==> src/rtl/pipe_ctrl_pkg.sv <==
// Shared types and constants for the pipeline hazard controller.
package pipe_ctrl_pkg;

    // Controller FSM: normal issue, or holding E for a multi-cycle op.
    typedef enum logic {
        RUN     = 1'b0,
        MC_BUSY = 1'b1
    } ctrl_state_t;

    // E-stage operand source select.
    typedef enum logic [1:0] {
        FWD_RF = 2'b00,
        FWD_W  = 2'b01,
        FWD_M  = 2'b10
    } fwd_sel_t;

    // Legal multi-cycle latency range; the counter is sized for the maximum.
    localparam int MC_LATENCY_MIN = 2;
    localparam int MC_LATENCY_MAX = 15;
    localparam int MC_CNT_W       = 4;

    // Counter preload for the MC_BUSY phase. The RUN cycle that detects the op
    // already stalls once, so MC_BUSY runs for latency-1 cycles (load..0).
    // Out-of-range latencies are clamped into the legal range.
    function automatic logic [MC_CNT_W-1:0] mc_count_load(input int latency);
        int lat;
        lat = latency;
        if (lat < MC_LATENCY_MIN) lat = MC_LATENCY_MIN;
        if (lat > MC_LATENCY_MAX) lat = MC_LATENCY_MAX;
        return MC_CNT_W'(lat - 2);
    endfunction

endpackage

==> src/rtl/fwd_unit.sv <==
// Combinational forwarding select for one E-stage source operand.
// M has priority over W (it holds the younger result); register 0 is never forwarded.
module fwd_unit
    import pipe_ctrl_pkg::*;
#(
    parameter int REG_AW = 4
) (
    input  logic [REG_AW-1:0] rs_i,
    input  logic [REG_AW-1:0] rd_m_i,
    input  logic              reg_write_m_i,
    input  logic [REG_AW-1:0] rd_w_i,
    input  logic              reg_write_w_i,
    output fwd_sel_t          fwd_o
);

    // Pick the youngest in-flight producer of rs_i, else the register file.
    always_comb begin
        // NOTE: default first so every path assigns fwd_o and no latch is inferred.
        fwd_o = FWD_RF;
        if (reg_write_m_i && (rd_m_i != '0) && (rd_m_i == rs_i)) begin
            fwd_o = FWD_M;
        end else if (reg_write_w_i && (rd_w_i != '0) && (rd_w_i == rs_i)) begin
            fwd_o = FWD_W;
        end
    end

endmodule

==> src/rtl/pipe_hazard_ctrl.sv <==
// Hazard and sequencing controller for the 5-stage pipeline: stall/flush
// controls for F/D, D/E, E/M and the E-stage forwarding selects.
// Only the FSM state and latency counter are registered; all outputs are
// combinational so they land in the same cycle as the hazard.
// Optional: define HAZARD_PERF_EN to build the StallCnt/FlushCnt counters;
// otherwise both are tied to zero.
module pipe_hazard_ctrl
    import pipe_ctrl_pkg::*;
#(
    parameter int REG_AW     = 4,
    parameter int MC_LATENCY = 4,
    parameter int CNT_W      = 32
) (
    input  logic              CLK,
    input  logic              RST,
    input  logic [REG_AW-1:0] Rs1D,
    input  logic [REG_AW-1:0] Rs2D,
    input  logic [REG_AW-1:0] Rs1E,
    input  logic [REG_AW-1:0] Rs2E,
    input  logic [REG_AW-1:0] RdE,
    input  logic              MemToRegE,
    input  logic              MultiCycleE,
    input  logic              PCSrcE,
    input  logic [REG_AW-1:0] RdM,
    input  logic [REG_AW-1:0] RdW,
    input  logic              RegWriteM,
    input  logic              RegWriteW,
    output logic              StallF,
    output logic              StallD,
    output logic              StallE,
    output logic              FlushD,
    output logic              FlushE,
    output logic              FlushM,
    output logic [1:0]        ForwardAE,
    output logic [1:0]        ForwardBE,
    output logic [CNT_W-1:0]  StallCnt,
    output logic [CNT_W-1:0]  FlushCnt
);

    localparam logic [MC_CNT_W-1:0] MC_LOAD = mc_count_load(MC_LATENCY);

    ctrl_state_t         state_q, state_d;
    logic [MC_CNT_W-1:0] cnt_q, cnt_d;
    fwd_sel_t            fwd_a, fwd_b;
    logic                load_use;

    fwd_unit #(.REG_AW(REG_AW)) u_fwd_a (
        .rs_i          (Rs1E),
        .rd_m_i        (RdM),
        .reg_write_m_i (RegWriteM),
        .rd_w_i        (RdW),
        .reg_write_w_i (RegWriteW),
        .fwd_o         (fwd_a)
    );

    fwd_unit #(.REG_AW(REG_AW)) u_fwd_b (
        .rs_i          (Rs2E),
        .rd_m_i        (RdM),
        .reg_write_m_i (RegWriteM),
        .rd_w_i        (RdW),
        .reg_write_w_i (RegWriteW),
        .fwd_o         (fwd_b)
    );

    // Forwards are forced to the register file while the pipeline is in reset.
    assign ForwardAE = RST ? FWD_RF : fwd_a;
    assign ForwardBE = RST ? FWD_RF : fwd_b;

    // A load in E whose destination is read by the instruction in D.
    assign load_use = MemToRegE && (RdE != '0) && ((RdE == Rs1D) || (RdE == Rs2D));

    // State register and latency counter; reset aborts any multi-cycle op.
    always_ff @(posedge CLK or posedge RST) begin
        if (RST) begin
            // NOTE: sequential state uses non-blocking assignments so all flops update together.
            state_q <= RUN;
            cnt_q   <= '0;
        end else begin
            state_q <= state_d;
            cnt_q   <= cnt_d;
        end
    end

    // Next state: a multi-cycle op in RUN (not overridden by a branch) enters MC_BUSY.
    always_comb begin
        state_d = state_q;
        cnt_d   = cnt_q;
        unique case (state_q)
            RUN: begin
                if (!PCSrcE && MultiCycleE) begin
                    state_d = MC_BUSY;
                    cnt_d   = MC_LOAD;
                end
            end
            MC_BUSY: begin
                if (cnt_q == '0) begin
                    state_d = RUN;
                end else begin
                    cnt_d = cnt_q - MC_CNT_W'(1);
                end
            end
            default: begin
                state_d = RUN;
                cnt_d   = '0;
            end
        endcase
    end

    // Stall/flush outputs: reset, then MC_BUSY hold, then RUN priority order.
    always_comb begin
        StallF = 1'b0;
        StallD = 1'b0;
        StallE = 1'b0;
        FlushD = 1'b0;
        FlushE = 1'b0;
        FlushM = 1'b0;
        if (RST) begin
            FlushD = 1'b1;
            FlushE = 1'b1;
            FlushM = 1'b1;
        end else if (state_q == MC_BUSY) begin
            StallF = 1'b1;
            StallD = 1'b1;
            StallE = 1'b1;
            FlushM = 1'b1;
        end else if (PCSrcE) begin
            FlushD = 1'b1;
            FlushE = 1'b1;
        end else if (MultiCycleE) begin
            StallF = 1'b1;
            StallD = 1'b1;
            StallE = 1'b1;
            FlushM = 1'b1;
        end else if (load_use) begin
            StallF = 1'b1;
            StallD = 1'b1;
            FlushE = 1'b1;
        end
    end

`ifdef HAZARD_PERF_EN
    logic [CNT_W-1:0] stall_cnt_q, flush_cnt_q;

    // Performance counters: stalled-decode cycles and E-flush cycles, wrapping.
    always_ff @(posedge CLK or posedge RST) begin
        if (RST) begin
            stall_cnt_q <= '0;
            flush_cnt_q <= '0;
        end else begin
            if (StallD) stall_cnt_q <= stall_cnt_q + CNT_W'(1);
            if (FlushE) flush_cnt_q <= flush_cnt_q + CNT_W'(1);
        end
    end

    assign StallCnt = stall_cnt_q;
    assign FlushCnt = flush_cnt_q;
`else
    assign StallCnt = '0;
    assign FlushCnt = '0;
`endif

endmodule
==> config.mk <==
export PLATFORM = sky130hd
export DESIGN_NAME = pipe_hazard_ctrl
export DESIGN_NICKNAME = d
export VERILOG_FILES = /design/src/rtl/pipe_ctrl_pkg.sv /design/src/rtl/fwd_unit.sv /design/src/rtl/pipe_hazard_ctrl.sv
export SDC_FILE = /design/constraint.sdc
export NUM_CORES = 1
export LEC_CHECK = 0
export ABC_AREA = 1
export CAP_MARGIN = 5
export CORE_MARGIN = 3
export CORE_UTILIZATION = 30
export DETAILED_ROUTE_END_ITERATION = 10
export HOLD_SLACK_MARGIN = 0.02
export PLACE_DENSITY = 0.72
export SKIP_CTS_REPAIR_TIMING = 1
export SLEW_MARGIN = 20
export SYNTH_ARGS = -nofsm -noshare
export SYNTH_HDL_FRONTEND = slang
export SYNTH_HIERARCHICAL = 1
export SYNTH_SLANG_ARGS = --single-unit
==> constraint.sdc <==
create_clock -name CLK -period 1.7 [get_ports CLK]
set_clock_uncertainty 0.05 [all_clocks]
set_input_delay 0.34 -clock CLK [delete_from_list [all_inputs] [get_ports CLK]]
set_output_delay 0.34 -clock CLK [all_outputs]
set_load 0.02 [all_outputs]
# Word level (Yosys, flattened, before mapping)
# Cells that the tools add are included.
[classes] n_mux=29 n_eq_ne=8 reduce_logical=16 addsub=1 n_bitwise=1
[op_table] cell="$eq 4x4->1" count=6
[op_table] cell="$mux 1" count=21
[op_table] cell="$reduce_bool 4->1" count=3
[op_table] cell="$logic_and 1x1->1" count=9
[op_table] cell="$mux 2" count=4
[op_table] cell="$mux 4" count=2
[op_table] cell="$pmux 4 s2" count=1
[op_table] cell="$logic_not 4->1" count=1
[op_table] cell="$ne 2x2->1 const B" count=2
[op_table] cell="$sub 4x1->4 const B" count=1
[op_table] cell="$pmux 1 s2" count=1
[op_table] cell="$reduce_and 2->1" count=1
[op_table] cell="$logic_not 1->1" count=1
[op_table] cell="$logic_or 1x1->1" count=1
[op_table] cell="$not 1->1" count=1
[word_totals] regBits=5 word_cells=57

# Logic depth before layout (Yosys ltp)
[depth] word_depth=8 ltp_mapped=9 mapped_depth_nobuf=9

# Cells and area by module
# Netlist, hierarchy kept.
[by_module_without_submodules] mod="pipe_hazard_ctrl" area_per_inst_um2=1017.2 instances=1 cells_per_inst=162 seq_area_each_um2=125.1
[by_module_without_submodules] mod="fwd_unit" area_per_inst_um2=185.2 instances=2 cells_per_inst=47 seq_area_each_um2=0.0

# Least setup slack after synthesis
# Ideal clock, no wire load.
[synth_path] path_kind="register -> output" startpoint="reg state_q" endpoint="out StallF" path_slack_ps=71 path_stages_with_launch=8 required_time_ps=1310 arrival_time_ps=1239 cell_sequence="dfrtp_1 inv_2 nand2_4 inv_1 nor2_2 inv_1 nand2_1 buf_4"
[synth_between] elab_chain_len=2
[synth_lines] element="from (decl)" line_no="pipe_hazard_ctrl.sv:42" text="ctrl_state_t state_q, state_d;"
[synth_lines] element="from (signal assigned)" line_no="pipe_hazard_ctrl.sv:79" text="state_q <= state_d;"
[synth_lines] element="$mux 1 (2 in a row)"
[synth_lines] element="to (decl)" line_no="pipe_hazard_ctrl.sv:28" text="output logic StallF,"
# No other way between the ends.

# Final worst setup path
[layout_path] startpoint="in RdE[1]" endpoint="out StallD"
[layout_between] elab_chain_len=8 elab_cells_between_ends=11 classes_between="eq/ne: 2; mux: 5; reduce/logical: 4"
[layout_lines] element="from (decl)" line_no="pipe_hazard_ctrl.sv:20" text="input logic [REG_AW-1:0] RdE,"
[layout_lines] element="$eq 4x4->1 / $reduce_bool 4->1 (equally long branches)" line_no="pipe_hazard_ctrl.sv:70" text="assign load_use = MemToRegE && (RdE != '0) && ((RdE == Rs1D) || (RdE == Rs2D));"
[layout_lines] element="$logic_or 1x1->1 / $logic_and 1x1->1 (equally long branches)" line_no="pipe_hazard_ctrl.sv:70"
[layout_lines] element="$logic_and 1x1->1 *" line_no="pipe_hazard_ctrl.sv:70"
[layout_lines] element="$mux 1 *" line_no="pipe_hazard_ctrl.sv:134" text="end else if (load_use) begin"
[layout_lines] element="$mux 1 *" line_no="pipe_hazard_ctrl.sv:129" text="end else if (MultiCycleE) begin"
[layout_lines] element="$mux 1 *" line_no="pipe_hazard_ctrl.sv:126" text="end else if (PCSrcE) begin"
[layout_lines] element="$mux 1 *" line_no="pipe_hazard_ctrl.sv:121" text="end else if (state_q == MC_BUSY) begin"
[layout_lines] element="$mux 1 *" line_no="pipe_hazard_ctrl.sv:117" text="if (RST) begin"
[layout_lines] element="to (decl)" line_no="pipe_hazard_ctrl.sv:29" text="output logic StallD,"
# Every way passes the cells marked *; elsewhere a longest branch is shown, timed or not.

==> impl_summary.txt <==
----------------------------------------------------
[Placement]
  Post-DP HPWL ... 2778 um
  Worst Setup Slack post-DPL ... -0.8307 ns
  Count of buffers from port buffering ... 44
  Post-placement cell area ... 1732 sq um
  Routability Congestion ... 0.8200

[STA]
  Final critical delay including setup and external delays ... 1.649 ns
  Max Clk Rate ... 0.6065 GHz
  Final setup margin ... 0.05120 ns
  Share of the clock period used by the worst path ... 96.99%
  Setup repair after global routing missed its margin ... true
  Count of pins over their slew limit ... 0
  Final count of hold timing violations ... 0
  Total of endpoints with negative setup slack in the final report ... 0

[Pwr]
  Combinational share of power ... 67.1%
  Switching share of power ... 48.74%
  Total power of the final layout ... 1.318 mW
  Static power due to leakage ... 1.298 nW
  Maximum ir drop on the vdd rail ... 251.5 uV
  Total internal power ... 0.6757 mW
  Clock Power Share ... 17.3%
  Power per Cell Area ... 724.0 nW/um^2
  Portion of total power attributed to sequential cells ... 15.6%
  Net Switching ... 0.6424 mW

[Worst setup path]
  Class of the most critical setup path ... input pin to primary output
  R2R Path End ... cnt_q[0]
  Reg-to-reg setup timing slack ... 0.40 ns
  Depth of the worst register-to-register path ... 7
  Maximum fanout along the worst path ... 3
  Kind of end point of the critical path ... primary output
  Required time worst endpoint ... 1.31 ns
  Critical path origin ... RdE[1]
  Category of the worst setup path launch point ... input pin
  Start of the worst register-to-register path ... cnt_q[0]
  Worst EP arrival ... 1.26 ns

[Routing]
  DRT antenna net count ... 0
  DRC Markers ... 0
  Post-DR vias/cell ... 3.781
  Number of DRC markers in iteration 0 ... 25
  Overall via count from detail_route ... 1384
  Count of TritonRoute iterations in the first routing pass ... 4
  Total wire length ... 3376 um
  Post-detailed-route wirelength per cell ... 9.224 um

[Synth]
  Fraction of registers with async set or reset after synthesis ... 100.0%
  Total standard cell area after synthesis ... 1388 sq um
  Top cells by area, synth ... sky130_fd_sc_hd__buf_4 35%, sky130_fd_sc_hd__nand2_1 23%, sky130_fd_sc_hd__inv_1 12%
  Cell accounting for the most synthesized area ... sky130_fd_sc_hd__buf_4
  Cells after synthesis ... 256
  Average footprint of a synthesized cell ... 5.420 sq um
  Warnings, synthesis ... 6
  Count of state elements after synthesis ... 5
  Synth top cells by count ... 86 x sky130_fd_sc_hd__nand2_1, 65 x sky130_fd_sc_hd__buf_4, 45 x sky130_fd_sc_hd__inv_1
  EDFF count, synth ... 0
  Most frequently used cell type in the post-synthesis netlist ... sky130_fd_sc_hd__nand2_1
  Portion of the post-synthesis area used by sequential elements ... 9.017%
  Prevailing post-synth register cell ... sky130_fd_sc_hd__dfrtp_1
  Share of Yosys cell area claimed by the top area cell type ... 35.17%
  Number of distinct library cells after synthesis ... 20

[Clocking]
  CTS HTree Levels ... 1
  Clk Tree Root Cell ... sky130_fd_sc_hd__clkbuf_8
  Clock network latency to the later pin of the worst-skew pair ... 0.23 ns
  Clock tree from TritonCTS ... done
  Max Root-Sink Buffers ... 2
  TritonCTS Sinks ... 5
  Clock-pin transition on the worst setup and hold timing paths ... 0.04 ns
  Cts bufs inserted ... 3

[Final layout]
  Area Growth Syn to Fin ... 31.20%
  Finished Core Util ... 41.24%
  Number of nets at the end of the flow ... 351
  Design area ... 1821 sq um
  Share of layout cells above drive strength 1 ... 23.57%
  Ant. Diodes ... 0

[GRT]
  Number of antenna violations at the first check in global routing ... 0
  GR Util All Layers ... 10.25%
  Via count of the first global-routing pass ... 1129
  Overflow left after global routing ... 0
  Maximum number of pins on one net before global-route repair ... 7
  First-pass GRT wire length ... 4491 um

[Floorplan]
  Starting Density ... 31.43%
  Width of the die ... 74.01 um
  Die Outline Area ... 5477 sq um
  Floorplan die height ... 74.01 um
  Row cnt ... 24
  I/O pins ... 109
  Core box area ... 4414 sq um

[Job]
  Maxcap violations ... 0

[Worst hold path]
  Tightest Hold Check Type ... input pin to async pin

[Status]
  Result of the run ... finished, final reports clean

----------------------------------------------------
worst max-delay path, cell delays in order:
cell and delay (ns):
sky130_fd_sc_hd__dlymetal6s2s_1 0.13, sky130_fd_sc_hd__inv_1 0.08, sky130_fd_sc_hd__nand2_1 0.07, sky130_fd_sc_hd__nand2_1 0.07
sky130_fd_sc_hd__nor2_2 0.11, sky130_fd_sc_hd__nand2_1 0.08, sky130_fd_sc_hd__nand2_2 0.08, sky130_fd_sc_hd__nand3_2 0.07
sky130_fd_sc_hd__nand2_2 0.10, sky130_fd_sc_hd__buf_6 0.12
cell type report:
class / instances / area, sq um
inverters: 49 / 186.4
repair buffers: 56 / 511.7
fillers: 476 / 2594
multi-input cells: 200 / 885.9
clock inverters: 1 / 5.005
flip-flops and latches: 5 / 125.1
clock buffers: 3 / 41.29
well taps: 52 / 65.06
cell usage in the layout (no fill, tap or decap):
cell | synthesis | layout
sky130_fd_sc_hd__nor2_1 | 21 | 14
sky130_fd_sc_hd__o21ai_0 | 1 | 1
sky130_fd_sc_hd__a21oi_2 | 0 | 3
sky130_fd_sc_hd__xnor2_1 | 1 | 1
sky130_fd_sc_hd__nand2_2 | 2 | 9
sky130_fd_sc_hd__clkinv_2 | 0 | 1
sky130_fd_sc_hd__nor2_4 | 0 | 1
sky130_fd_sc_hd__inv_4 | 1 | 1
sky130_fd_sc_hd__clkdlybuf4s50_1 | 0 | 1
sky130_fd_sc_hd__ha_1 | 1 | 1
sky130_fd_sc_hd__dfrtp_1 | 5 | 5
sky130_fd_sc_hd__nand4_1 | 2 | 2
sky130_fd_sc_hd__nor2_2 | 3 | 9
sky130_fd_sc_hd__o21ai_1 | 2 | 2
sky130_fd_sc_hd__nand2_1 | 86 | 79
sky130_fd_sc_hd__inv_1 | 45 | 40
sky130_fd_sc_hd__o21a_1 | 1 | 1
sky130_fd_sc_hd__o31ai_1 | 1 | 1
sky130_fd_sc_hd__clkbuf_2 | 0 | 10
sky130_fd_sc_hd__dlymetal6s2s_1 | 0 | 20
sky130_fd_sc_hd__conb_1 | 1 | 64
sky130_fd_sc_hd__nand2_4 | 2 | 2
sky130_fd_sc_hd__clkbuf_8 | 0 | 3
sky130_fd_sc_hd__buf_4 | 65 | 18
sky130_fd_sc_hd__inv_2 | 3 | 8
sky130_fd_sc_hd__nand3_1 | 10 | 8
sky130_fd_sc_hd__nand3_2 | 0 | 2
sky130_fd_sc_hd__buf_6 | 0 | 5
sky130_fd_sc_hd__buf_2 | 0 | 2
registers in the layout, summed over array words and instances (netlist names):
name     count
cnt_q        4
state_q      1
power by group through the flow:
stage          combinational, mW  clock (mW)  sequential, mW
2_1_floorplan              0.658           0           0.208
3_3_place_gp               0.846           0           0.204
3_5_place_dp               0.872           0           0.205
4_1_cts                    0.876       0.233           0.205
5_1_grt                    0.965       0.244           0.210
6_report                   0.885       0.228           0.205
through the flow:
stage / hold WS, ns / TNS, ns / instances
detailed placement: 0.4756 / -6.823 / 362
global placement: 0.4479 / -6.776 / 362
floorplan: 0.07684 / 0 / 319
global route: 0.3118 / -0.1949 / 366
CTS: 0.4968 / -6.886 / 366
finish: 0.2591 / 0 / 366
logic make-up after synthesis:
family / Yosys count / share of synthesized area [%]
fa+ha+maj: 1 / 0.9016
compound gates: 8 / 3.246
buf+inv: 114 / 48.60
xor+xnor: 1 / 0.6313
other cells: 1 / 0.2703
flops: 5 / 9.017
simple gates: 126 / 37.33
worst max path at each step:
stage / slack [ns] / depth (start not counted) / end
2_1_floorplan: 0.07 / 7 / StallF
3_3_place_gp: -0.85 / 9 / ForwardBE[0]
3_5_place_dp: -0.83 / 9 / ForwardBE[0]
4_1_cts: -0.84 / 10 / ForwardBE[1]
5_1_grt: -0.06 / 10 / StallD
6_report: 0.05 / 10 / StallD
layer usage:
| metal | share of wire [%] | GRT usage (%) | vias up |
|---|---|---|---|
| li1 | - | - | 731 |
| met1 | 37 | 11.23 | 597 |
| met2 | 53 | 19.29 | 50 |
| met3 | 7.5 | 2.027 | 6 |
| met4 | 1.9 | 3.823 | 0 |
| met5 | 0 | 0 | - |
Note: power is estimated with default switching activity, not from simulation.
